==> src/rtl/exp5_unidade_controle_if.sv <==
// ----------------------------------------------------------------------------
// exp5_unidade_controle_if
// Groups the signals exchanged between the exp5 control unit and the datapath
// side (datapath or testbench) into one bundle.
//   Datapath -> unit : iniciar, jogada, fimC, igual
//   Unit -> datapath : zeraC, contaC, zeraR, registraR, pronto, acertou,
//                      errou, timeout, db_estado[3:0]
// Modports:
//   slave  - the control unit: it samples the requests and drives the commands.
//   master - whoever drives iniciar/jogada/fimC/igual and observes the commands.
// ----------------------------------------------------------------------------
interface exp5_unidade_controle_if;
    logic       iniciar;
    logic       jogada;
    logic       fimC;
    logic       igual;
    logic       zeraC;
    logic       contaC;
    logic       zeraR;
    logic       registraR;
    logic       pronto;
    logic       acertou;
    logic       errou;
    logic       timeout;
    logic [3:0] db_estado;

    modport slave (
        input  iniciar, jogada, fimC, igual,
        output zeraC, contaC, zeraR, registraR,
               pronto, acertou, errou, timeout, db_estado
    );

    modport master (
        output iniciar, jogada, fimC, igual,
        input  zeraC, contaC, zeraR, registraR,
               pronto, acertou, errou, timeout, db_estado
    );
endinterface

==> src/rtl/exp5_unidade_controle.sv <==
// ----------------------------------------------------------------------------
// exp5_unidade_controle
// Moore control unit for one "repeat the stored sequence" round of exp5.
// After iniciar it clears the position counter and play register, then for
// every memory position waits for a rising edge of jogada, registers the play,
// looks at the comparator and either advances, finishes with success, finishes
// with an error, or finishes on timeout when no play arrives in time.
// Ports:
//   clock  - system clock, everything on the rising edge
//   reset  - synchronous, active-low (0 = reset)
//   ctrl   - handshake bundle (slave side), see exp5_unidade_controle_if
// Parameter:
//   TIMEOUT_CICLOS - cycles allowed in espera_jogada before a timeout (>= 2)
// ----------------------------------------------------------------------------
module exp5_unidade_controle #(
    parameter int TIMEOUT_CICLOS = 5000
) (
    input  logic                    clock,
    input  logic                    reset,
    exp5_unidade_controle_if.slave  ctrl
);

    localparam int TIMER_W = (TIMEOUT_CICLOS > 1) ? $clog2(TIMEOUT_CICLOS) : 1;
    localparam logic [TIMER_W-1:0] TIMER_MAX = TIMER_W'(TIMEOUT_CICLOS - 1);

    // State codes double as the HEX5 display value, so they are fixed here
    typedef enum logic [3:0] {
        INICIAL       = 4'h0,
        PREPARACAO    = 4'h1,
        ESPERA_JOGADA = 4'h2,
        REGISTRA      = 4'h3,
        COMPARACAO    = 4'h4,
        PROXIMO       = 4'h5,
        FIM_ACERTO    = 4'hA,
        FIM_TIMEOUT   = 4'hD,
        FIM_ERRO      = 4'hE
    } estado_t;

    estado_t              estado_q, estado_d;
    logic                 jogada_q;
    logic [TIMER_W-1:0]   timer_q, timer_d;
    logic                 jogadaEdge;
    logic                 timerFim;

    logic zeraC, contaC, zeraR, registraR;
    logic pronto, acertou, errou, timeout;

    // A play held high must count once, so only its rising edge is used
    assign jogadaEdge = ctrl.jogada & ~jogada_q;
    assign timerFim   = (timer_q == TIMER_MAX);

    // State register, delayed copy of jogada and wait timer.
    // Reset is synchronous and can abort a round at any point.
    always_ff @(posedge clock) begin
        if (!reset) begin
            estado_q <= INICIAL;
            jogada_q <= 1'b0;
            timer_q  <= '0;
        end else begin
            estado_q <= estado_d;
            jogada_q <= ctrl.jogada;
            timer_q  <= timer_d;
        end
    end

    // Next-state logic and Moore output decode.
    // The timer only runs in espera_jogada, so it restarts from zero on every
    // entry and each position gets a full window. A play edge in the same
    // cycle as the timer expiry still counts as a play.
    always_comb begin
        estado_d  = estado_q;
        timer_d   = '0;
        zeraC     = 1'b0;
        contaC    = 1'b0;
        zeraR     = 1'b0;
        registraR = 1'b0;
        pronto    = 1'b0;
        acertou   = 1'b0;
        errou     = 1'b0;
        timeout   = 1'b0;
        case (estado_q)
            INICIAL: begin
                if (ctrl.iniciar) estado_d = PREPARACAO;
            end
            PREPARACAO: begin
                zeraC    = 1'b1;
                zeraR    = 1'b1;
                estado_d = ESPERA_JOGADA;
            end
            ESPERA_JOGADA: begin
                timer_d = timer_q + TIMER_W'(1);
                if (jogadaEdge)    estado_d = REGISTRA;
                else if (timerFim) estado_d = FIM_TIMEOUT;
            end
            REGISTRA: begin
                registraR = 1'b1;
                estado_d  = COMPARACAO;
            end
            COMPARACAO: begin
                if (!ctrl.igual)     estado_d = FIM_ERRO;
                else if (ctrl.fimC)  estado_d = FIM_ACERTO;
                else                 estado_d = PROXIMO;
            end
            PROXIMO: begin
                contaC   = 1'b1;
                estado_d = ESPERA_JOGADA;
            end
            FIM_ACERTO: begin
                pronto  = 1'b1;
                acertou = 1'b1;
                if (ctrl.iniciar) estado_d = PREPARACAO;
            end
            FIM_ERRO: begin
                pronto = 1'b1;
                errou  = 1'b1;
                if (ctrl.iniciar) estado_d = PREPARACAO;
            end
            FIM_TIMEOUT: begin
                pronto  = 1'b1;
                timeout = 1'b1;
                if (ctrl.iniciar) estado_d = PREPARACAO;
            end
            default: begin
                estado_d = INICIAL;
            end
        endcase
    end

    assign ctrl.zeraC     = zeraC;
    assign ctrl.contaC    = contaC;
    assign ctrl.zeraR     = zeraR;
    assign ctrl.registraR = registraR;
    assign ctrl.pronto    = pronto;
    assign ctrl.acertou   = acertou;
    assign ctrl.errou     = errou;
    assign ctrl.timeout   = timeout;
    assign ctrl.db_estado = estado_q;

endmodule

==> src/flat_wrapper.sv <==
// flat-port wrapper written by rule: the top's interface ports become plain ports
module exp5_unidade_controle_flat 
#(
    parameter int TIMEOUT_CICLOS = 5000
)
  (clock, reset, ctrl_iniciar, ctrl_jogada, ctrl_fimC, ctrl_igual, ctrl_zeraC, ctrl_contaC, ctrl_zeraR, ctrl_registraR, ctrl_pronto, ctrl_acertou, ctrl_errou, ctrl_timeout, ctrl_db_estado);
  exp5_unidade_controle_if ctrl_i ();
  input  logic clock;
  input  logic reset;
  input wire logic [$bits(ctrl_i.iniciar)-1:0] ctrl_iniciar;
  input wire logic [$bits(ctrl_i.jogada)-1:0] ctrl_jogada;
  input wire logic [$bits(ctrl_i.fimC)-1:0] ctrl_fimC;
  input wire logic [$bits(ctrl_i.igual)-1:0] ctrl_igual;
  output wire logic [$bits(ctrl_i.zeraC)-1:0] ctrl_zeraC;
  output wire logic [$bits(ctrl_i.contaC)-1:0] ctrl_contaC;
  output wire logic [$bits(ctrl_i.zeraR)-1:0] ctrl_zeraR;
  output wire logic [$bits(ctrl_i.registraR)-1:0] ctrl_registraR;
  output wire logic [$bits(ctrl_i.pronto)-1:0] ctrl_pronto;
  output wire logic [$bits(ctrl_i.acertou)-1:0] ctrl_acertou;
  output wire logic [$bits(ctrl_i.errou)-1:0] ctrl_errou;
  output wire logic [$bits(ctrl_i.timeout)-1:0] ctrl_timeout;
  output wire logic [$bits(ctrl_i.db_estado)-1:0] ctrl_db_estado;
  assign ctrl_i.iniciar = ctrl_iniciar;
  assign ctrl_i.jogada = ctrl_jogada;
  assign ctrl_i.fimC = ctrl_fimC;
  assign ctrl_i.igual = ctrl_igual;
  assign ctrl_zeraC = ctrl_i.zeraC;
  assign ctrl_contaC = ctrl_i.contaC;
  assign ctrl_zeraR = ctrl_i.zeraR;
  assign ctrl_registraR = ctrl_i.registraR;
  assign ctrl_pronto = ctrl_i.pronto;
  assign ctrl_acertou = ctrl_i.acertou;
  assign ctrl_errou = ctrl_i.errou;
  assign ctrl_timeout = ctrl_i.timeout;
  assign ctrl_db_estado = ctrl_i.db_estado;
  exp5_unidade_controle #(.TIMEOUT_CICLOS(TIMEOUT_CICLOS)) u_core (.clock(clock), .reset(reset), .ctrl(ctrl_i));
endmodule
==> config.mk <==
export PLATFORM = sky130hd
export DESIGN_NAME = exp5_unidade_controle_flat
export DESIGN_NICKNAME = d
export VERILOG_FILES = /design/src/rtl/exp5_unidade_controle_if.sv /design/src/rtl/exp5_unidade_controle.sv /design/src/flat_wrapper.sv
export SDC_FILE = /design/constraint.sdc
export NUM_CORES = 1
export LEC_CHECK = 0
export ABC_AREA = 1
export CORE_MARGIN = 5
export CORE_UTILIZATION = 41
export DETAILED_ROUTE_END_ITERATION = 12
export GPL_TIMING_DRIVEN = 0
export PLACE_DENSITY_LB_ADDON = 0.15
export SLEW_MARGIN = 20
export SYNTH_ARGS = -nofsm -noshare
export SYNTH_HDL_FRONTEND = slang
export SYNTH_SLANG_ARGS = --single-unit
==> constraint.sdc <==
create_clock -name clock -period 2 [get_ports clock]
set_input_delay 0.4 -clock clock [delete_from_list [all_inputs] [get_ports clock]]
set_output_delay 0.4 -clock clock [all_outputs]
set_load 0.01 [all_outputs]
==> flow_summary.json, run 1 <==
{
  "critPathArrivalTime_ns": 1.28,
  "clk_pin_slew_ns": 0.10,
  "finClkSkew_ns": 0.00170,
  "r2r_slack_ns": 0.53,
  "clk_path_buf_depth": 2,
  "gp_congestion": 0.785,
  "hp-class": "register to register",
  "fin_crit_sh": 0.839,
  "reg2regPathDepth": 8,
  "rsz0062_at_grt": "no",
  "drt_first_pass_iters": 4,
  "cts_sinks": 18,
  "setup_viol": 0,
  "port_buffers": 17,
  "syn_nets": 163,
  "synth_edf_count": 0,
  "crit_chain": "clkdlybuf4s50_1",
  "io_pins": 18,
  "crit_buf_inv": 1,
  "synth_seq_area_share": 0.357,
  "synth_area_leader_cell": "dfxtp_1",
  "min_period_ns": 1.68,
  "die_y_um": 59.6,
  "final_antenna_net_count": 0,
  "synth.avg_cell_area_um2": 6.46,
  "grt_usage": 0.139,
  "worst_pin_slew_ns": 0.282,
  "clkLatencyLatePin_ns": 0.29,
  "ys_types": 22,
  "yosysWarningCount": 0,
  "startpoint_type": "register",
  "min_from": "u_core.timer_q[0]",
  "p_per_area_nw_per_um2": 1010,
  "ir_drop_mv": 0.769,
  "min_to": "u_core.timer_q[0]",
  "rr_endpoint": "u_core.timer_q[8]",
  "hold_viol": 0,
  "yosys-top-cells-area": "dfxtp_1, nand2_1, nor2_1",
  "grt_pass1_vias": 883,
  "slowest_stage": "clkdlybuf4s50_1",
  "drc": 0,
  "cts_buffers": 3,
  "dp_hpwl_mm": 1.71,
  "power_mw": 1.32,
  "start_util": 0.418,
  "diodes": 0,
  "postRouteWirelength_mm": 2.09,
  "fp.dieW_um": 59.6,
  "syn-instance-count": 156,
  "finalSetupTns_ns": 0,
  "root_buffer": "clkbuf_4",
  "viasPerCell": 4.72,
  "antenna_found_initial": 0,
  "row_count": 18,
  "wl_per_cell_um": 10.1,
  "finalMaxSlewViolations": 0,
  "crit_path_max_incr_delay_ns": 0.56,
  "final_cell_mix": "nand2_1, nor2_1, inv_1",
  "nNetsFinal": 186,
  "cts_tree": "yes",
  "relSlewSlack": 0.811,
  "critPathLaunch": "u_core.ctrl.db_estado[0]",
  "grt_pass1_wl_mm": 3.81,
  "max_freq_mhz": 596,
  "yosys_register_bits": 18,
  "min_path_cells": 1,
  "drt-initial-drc-count": 67,
  "grt_max_degree": 11,
  "area_growth_pct": 30.4,
  "cts_hold_buffers": 0,
  "required_ns": 1.60,
  "htreeDepth": 1,
  "core_um2": 2410,
  "crit_family": "buffers and inverters",
  "layout_commonest_cell": "nand2_1",
  "crit_fanout": 8,
  "syn_area_um2": 1010,
  "place_inst": 203,
  "instances_no_fill": 208,
  "worstSetupPathType": "register to primary output",
  "overflow": 0,
  "drive_above_1_share": 0.169,
  "maxCapViolCount": 0,
  "die_area_um2": 3550,
  "netlist.area_leader.share": 0.357,
  "timing.rr.start": "u_core.timer_q[0]",
  "run_status": "finished, final reports clean",
  "async_flop_share": 0,
  "dr_total_vias": 982,
  "ys.flop_type": "dfxtp_1",
  "end_kind": "primary output",
  "leakagePower_nw": 0.654
}
[synthesized netlist by cell type (3+ instances only)]
cell	instances
nand3_1	13
nand2_2	4
dfxtp_1	18
nor3_1	3
a21oi_1	12
o21ai_1	5
nand2_1	32
nor2_1	25
nor2_2	4
inv_1	23
[power breakdown]
group	switching [mW]	internal, mW	leakage, nW
Sequential	0.0951	0.418	0.148
Clock	0.110	0.111	0.0210
Combinational	0.318	0.271	0.485
Total	0.523	0.800	0.654
[how the worst max path moves through the flow]
stage,to,slack [ns],cells after the start
6_report,ctrl_db_estado[0],0.32,1
5_1_grt,ctrl_zeraR,0.22,5
4_1_cts,ctrl_zeraR,-0.05,5
3_3_place_gp,ctrl_zeraR,0.15,4
2_1_floorplan,ctrl_zeraR,0.60,3
3_5_place_dp,ctrl_zeraR,0.16,4
[area by class of cell]
class	count	area, µm²
tap	30	37.5
timing repair buffer	18	198
sequential	18	373
multi-input combinational	111	564
inverter	26	98.8
fill	231	1090
buffer	1	7.51
clock buffer	4	36.3
[kinds of logic (layout without fill, tap and decap cells)]
group | Yosys count | after routing | share of synthesized area
and+or+nand+nor | 90 | 90 | 0.424
adders and majority gates | 1 | 1 | 0.0124
AOI/OAI and AO/OA | 20 | 20 | 0.100
buffers and inverters | 27 | 49 | 0.105
DFF | 18 | 18 | 0.357
[flip-flops by register name, summed over array words and instances (netlist names)]
register               flops
u_core.timer_q            13
u_core.ctrl.db_estado      4
u_core.jogada_q            1
[per-stage QoR]
step                      setup slack (ns)   util  hold slack [ns]  area (µm²)
after floorplan                      0.604      -            0.430        1010
after global placement               0.150  0.505            0.450        1220
after detailed placement             0.155  0.505            0.451        1220
after CTS                          -0.0549  0.525            0.475        1260
after global routing                 0.222  0.546            0.500        1320
final                                0.323  0.546            0.471        1320
[timing repair]
action | CTS | global route
setup buffers | 0 | 1
endpoints found under the setup margin | 8 | 8
pin swaps | 1 | 0
gates resized for setup | 6 | 14
hold endpoints to repair | 0 | 0
[metal layers]
metal | up-vias | track usage | share of wire
met5 | - | 0 | 0
met4 | 0 | 0.0475 | 0.0072
met3 | 2 | 0.0414 | 0.019
met2 | 4 | 0.231 | 0.47
met1 | 438 | 0.170 | 0.50
li1 | 538 | - | -
No activity file was read; power rests on OpenSTA's default activity.
==> run 2, diff against run 1 <==
==> constraint.sdc (replaced) <==
create_clock -name clock -period 1.5 [get_ports clock]
set_input_delay 0.3 -clock clock [delete_from_list [all_inputs] [get_ports clock]]
set_output_delay 0.3 -clock clock [all_outputs]
set_load 0.01 [all_outputs]
==> flow_summary.json, run 2 (synthesized netlist as in run 1, its figures left out) <==
{
  "run_status": "finished, final reports clean",
  "drt-initial-drc-count": 51,
  "die_y_um": 59.6,
  "layout_commonest_cell": "nand2_1",
  "die_area_um2": 3550,
  "power_mw": 1.84,
  "core_um2": 2410,
  "dp_slack_ns": -0.245,
  "startpoint_type": "register",
  "finClkSkew_ns": 0.00429,
  "postRouteWirelength_mm": 2.23,
  "clkLatencyLatePin_ns": 0.29,
  "cts_tree": "yes",
  "required_ns": 1.20,
  "fin_crit_sh": 0.944,
  "final_core_util": 0.559,
  "pwr-share-seq": 0.379,
  "relSlewSlack": 0.810,
  "drt_first_pass_iters": 4,
  "crit_path_max_incr_delay_ns": 0.42,
  "reg2regPathDepth": 8,
  "area_growth_pct": 33.5,
  "worst_pin_slew_ns": 0.283,
  "final_antenna_net_count": 0,
  "cts_buffers": 3,
  "maxCapViolCount": 0,
  "grt_pass1_wl_mm": 3.95,
  "timing.rr.start": "u_core.timer_q[0]",
  "pwr-share-clk": 0.161,
  "drc": 0,
  "min_to": "u_core.timer_q[0]",
  "crit_family": "flip-flops",
  "cts_hold_buffers": 0,
  "io_pins": 18,
  "n_fill_cell": 231,
  "clk_path_buf_depth": 2,
  "intPower_mw": 1.09,
  "setup_slack_ns": 0.0840,
  "htreeDepth": 1,
  "drive_above_1_share": 0.272,
  "dr_total_vias": 1044,
  "port_buffers": 17,
  "crit_chain": "buf_4 -> nand3_1 -> inv_1 -> buf_2",
  "crit_fanout": 6,
  "switchingPower_mw": 0.750,
  "root_buffer": "clkbuf_4",
  "power_frac_comb": 0.461,
  "crit_buf_inv": 3,
  "cts_sinks": 18,
  "min_path_cells": 1,
  "grt_usage": 0.144,
  "hold_viol": 0,
  "overflow": 0,
  "start_util": 0.418,
  "wl_per_cell_um": 10.4,
  "viasPerCell": 4.88,
  "clk_pin_slew_ns": 0.10,
  "antenna_found_initial": 0,
  "rr_endpoint": "u_core.timer_q[8]",
  "min_from": "u_core.timer_q[0]",
  "hp-class": "register to register",
  "grt_pass1_vias": 919,
  "end_kind": "primary output",
  "grt_max_degree": 11,
  "max_freq_mhz": 706,
  "worstSetupPathType": "register to primary output",
  "gp_congestion": 0.785,
  "dp_hpwl_mm": 1.71,
  "fp.dieW_um": 59.6,
  "min_period_ns": 1.42,
  "p_sw_frac": 0.408,
  "setup_viol": 0,
  "rsz0062_at_grt": "yes",
  "final_cell_mix": "nand2_1, nor2_1, inv_1",
  "r2r_slack_ns": 0.15,
  "diodes": 0,
  "leakagePower_nw": 0.608,
  "largest_register": "u_core.timer_q",
  "critPathArrivalTime_ns": 1.12,
  "nNetsFinal": 192,
  "ir_drop_mv": 1.21,
  "slowest_stage": "dfxtp_4",
  "p_per_area_nw_per_um2": 1370,
  "row_count": 18,
  "largest_reg_flops": 13,
  "finalMaxSlewViolations": 0
}
==> run 2: worst max path at each step <==
stage                                   from            endpoint  slack, ns  cells after the start
finish              u_core.ctrl.db_estado[1]      ctrl_registraR       0.08                      4
global route               u_core.timer_q[0]  u_core.timer_q[10]      -0.03                      8
CTS                 u_core.ctrl.db_estado[1]         ctrl_pronto      0.003                      4
detailed placement  u_core.ctrl.db_estado[0]          ctrl_zeraR      -0.24                      4
global placement    u_core.ctrl.db_estado[0]          ctrl_zeraR      -0.25                      4
floorplan           u_core.ctrl.db_estado[0]          ctrl_zeraR       0.20                      3
==> run 2: timing repair <==
action | 4_1_cts | 5_1_grt
setup endpoints to repair | 12 | 13
gates resized for setup | 47 | 14
hold endpoints to repair | 0 | 0
setup buffers | 5 | 3
pin swaps | 3 | 4
==> run 2: final cells by class <==
class                   count  area, µm²  share of cell area
clock buffers               4       36.3              0.0270
well taps                  30       37.5              0.0279
multi-input cells         111        599               0.445
flip-flops and latches     18        378               0.281
repair buffers             25        191               0.142
inverters                  26        104              0.0771
==> run 2: worst reg2reg max path, delay by kind of cell (launching register included) <==
| family | cells | cell delay, ns |
|---|---|---|
| fa+ha+maj | 1 | 0.17 |
| simple gates | 7 | 0.73 |
| flops | 1 | 0.36 |
==> run 2: power groups by stage <==
stage	registers (mW)	logic (mW)	clock network, mW
after floorplan	0.646	0.495	0
after global placement	0.647	0.761	0
after detailed placement	0.648	0.771	0
after CTS	0.678	0.825	0.308
after global routing	0.712	0.944	0.337
final	0.697	0.848	0.296
==> run 2: through the flow <==
| stage | hold slack (ns) | TNS, ns | cell area, µm² | std cells |
|---|---|---|---|---|
| 2_1_floorplan | 0.393 | 0 | 1010 | 156 |
| 5_1_grt | 0.457 | -0.0456 | 1350 | 214 |
| 3_3_place_gp | 0.450 | -1.08 | 1220 | 203 |
| 6_report | 0.434 | 0 | 1350 | 214 |
| 4_1_cts | 0.475 | 0 | 1310 | 212 |
| 3_5_place_dp | 0.451 | -1.19 | 1220 | 203 |
==> run 2: layer usage <==
metal / GRT usage / share of wire / wire length, µm / vias up
met4: 0.0475 / 0.013 / 30 / 0
met1: 0.177 / 0.47 / 1040 / 474
met5: 0 / 0 / 0 / -
li1: - / - / - / 553
met3: 0.0414 / 0.035 / 78 / 5
met2: 0.242 / 0.48 / 1080 / 12
==> run 3, diff against run 2 <==
--- a/config.mk
+++ b/config.mk
@@ -10,7 +10,7 @@
 export CORE_UTILIZATION = 41
 export DETAILED_ROUTE_END_ITERATION = 12
 export GPL_TIMING_DRIVEN = 0
-export PLACE_DENSITY_LB_ADDON = 0.15
+export PLACE_DENSITY = 0.69
 export SLEW_MARGIN = 20
 export SYNTH_ARGS = -nofsm -noshare
 export SYNTH_HDL_FRONTEND = slang
==> flow_summary.json, run 3 (synthesized netlist as in run 1, its figures left out) <==
{
  "run_status": "finished, final reports clean",
  "clk_path_buf_depth": 2,
  "grt_max_degree": 11,
  "row_count": 18,
  "nNetsFinal": 196,
  "fin_crit_sh": 0.986,
  "cts_buffers": 3,
  "grt_pass1_wl_mm": 4.35,
  "diodes": 0,
  "die_area_um2": 3550,
  "switchingPower_mw": 0.794,
  "drt-initial-drc-count": 22,
  "finalMaxSlewViolations": 0,
  "leakagePower_nw": 0.597,
  "postRouteWirelength_mm": 2.42,
  "p_per_area_nw_per_um2": 1460,
  "clk_pin_slew_ns": 0.10,
  "final_cell_mix": "nand2_1, nor2_1, inv_1",
  "rsz0062_at_grt": "yes",
  "overflow": 0,
  "hold_viol": 0,
  "grt_pass1_vias": 1068,
  "layout_commonest_cell": "nand2_1",
  "gp_congestion": 0.852,
  "crit_chain": "inv_4 -> nand4_1 -> buf_4 -> nand2_2 -> buf_6",
  "whs_ns": 0.442,
  "crit_buf_inv": 3,
  "clkLatencyLatePin_ns": 0.28,
  "start_util": 0.418,
  "hp-class": "register to register",
  "maxCapViolCount": 0,
  "root_buffer": "clkbuf_4",
  "viasPerCell": 4.81,
  "intPower_mw": 1.21,
  "min_period_ns": 1.48,
  "cts_tree": "yes",
  "core_um2": 2410,
  "final_core_util": 0.572,
  "drt_first_pass_iters": 4,
  "max_freq_mhz": 676,
  "worst_pin_slew_ns": 0.269,
  "cts_hold_buffers": 0,
  "finalSetupTns_ns": 0,
  "largest_reg_flops": 13,
  "port_buffers": 17,
  "critPathArrivalTime_ns": 1.18,
  "area_growth_pct": 36.6,
  "drc": 0,
  "pwr-share-seq": 0.324,
  "drive_above_1_share": 0.287,
  "dp_hpwl_mm": 1.66,
  "htreeDepth": 1,
  "setup_viol": 0,
  "finClkSkew_ns": 0.00443,
  "io_pins": 18,
  "die_y_um": 59.6,
  "crit_family": "flip-flops",
  "end_kind": "primary output",
  "dr_total_vias": 1048,
  "wl_per_cell_um": 11.1,
  "crit_path_max_incr_delay_ns": 0.38,
  "startpoint_type": "register",
  "p_sw_frac": 0.396,
  "cts_sinks": 18,
  "largest_register": "u_core.timer_q",
  "relSlewSlack": 0.820,
  "required_ns": 1.20,
  "worstSetupPathType": "register to primary output",
  "slowest_stage": "dfxtp_4",
  "ir_drop_mv": 1.06,
  "fp.dieW_um": 59.6,
  "pwr-share-clk": 0.144,
  "antenna_found_initial": 0,
  "grt_usage": 0.158,
  "power_frac_comb": 0.532,
  "crit_fanout": 3,
  "final_antenna_net_count": 0
}
## run 3: cell count changes in the layout (fill, tap and decap cells not counted), moves of 2 or more
cell and change:
buf_4 +2, buf_6 +2, nand3_2 +2, nor3_2 +2, nor3_4 -2
## run 3: power groups by stage
stage	sequential, mW	clock [mW]	combinational (mW)
final	0.649	0.289	1.07
after global routing	0.663	0.320	1.18
after CTS	0.661	0.302	0.880
after detailed placement	0.644	0	0.773
after global placement	0.643	0	0.761
after floorplan	0.646	0	0.495
## run 3: final timing paths
kind | startpoint | to | slack, ns | cells after the start
worst max-delay path | u_core.ctrl.db_estado[1] | ctrl_pronto | 0.02 | 5
worst min-delay path | u_core.timer_q[0] | u_core.timer_q[0] | 0.44 | 1
worst max register to register | u_core.timer_q[1] | u_core.timer_q[8] | 0.16 | 8
worst min register to register | u_core.timer_q[0] | u_core.timer_q[0] | 0.44 | 1
## run 3: area by class of cell
type	instances	area [µm²]
Fill cell	225	1030
Inverter	26	101
Sequential cell	18	377
Buffer	1	7.51
Clock buffer	4	36.3
Tap cell	30	37.5
Timing Repair Buffer	28	236
Multi-Input combinational cell	111	582
## run 3: metrics by stage
step / setup slack [ns] / instances / total power, mW / area [µm²]
2_1_floorplan: 0.204 / 156 / 1.14 / 1010
3_5_place_dp: -0.235 / 203 / 1.42 / 1220
4_1_cts: 0.00481 / 213 / 1.84 / 1320
3_3_place_gp: -0.221 / 203 / 1.40 / 1220
6_report: 0.0203 / 218 / 2.00 / 1380
5_1_grt: -0.0438 / 218 / 2.16 / 1380
## run 3: timing repair
action                                  CTS  global route
pin swaps                                 2             4
endpoints found under the setup margin   12            12
setup buffers                             6             5
resized for setup                        44            12
hold endpoints to repair                  0             0
## run 3: layer usage
| metal | vias to the layer above | part of all wire | GRT usage |
|---|---|---|---|
| met5 | - | 0 | 0 |
| met1 | 457 | 0.44 | 0.188 |
| li1 | 559 | - | - |
| met3 | 6 | 0.047 | 0.0240 |
| met4 | 0 | 0.021 | 0.0823 |
| met2 | 26 | 0.49 | 0.270 |
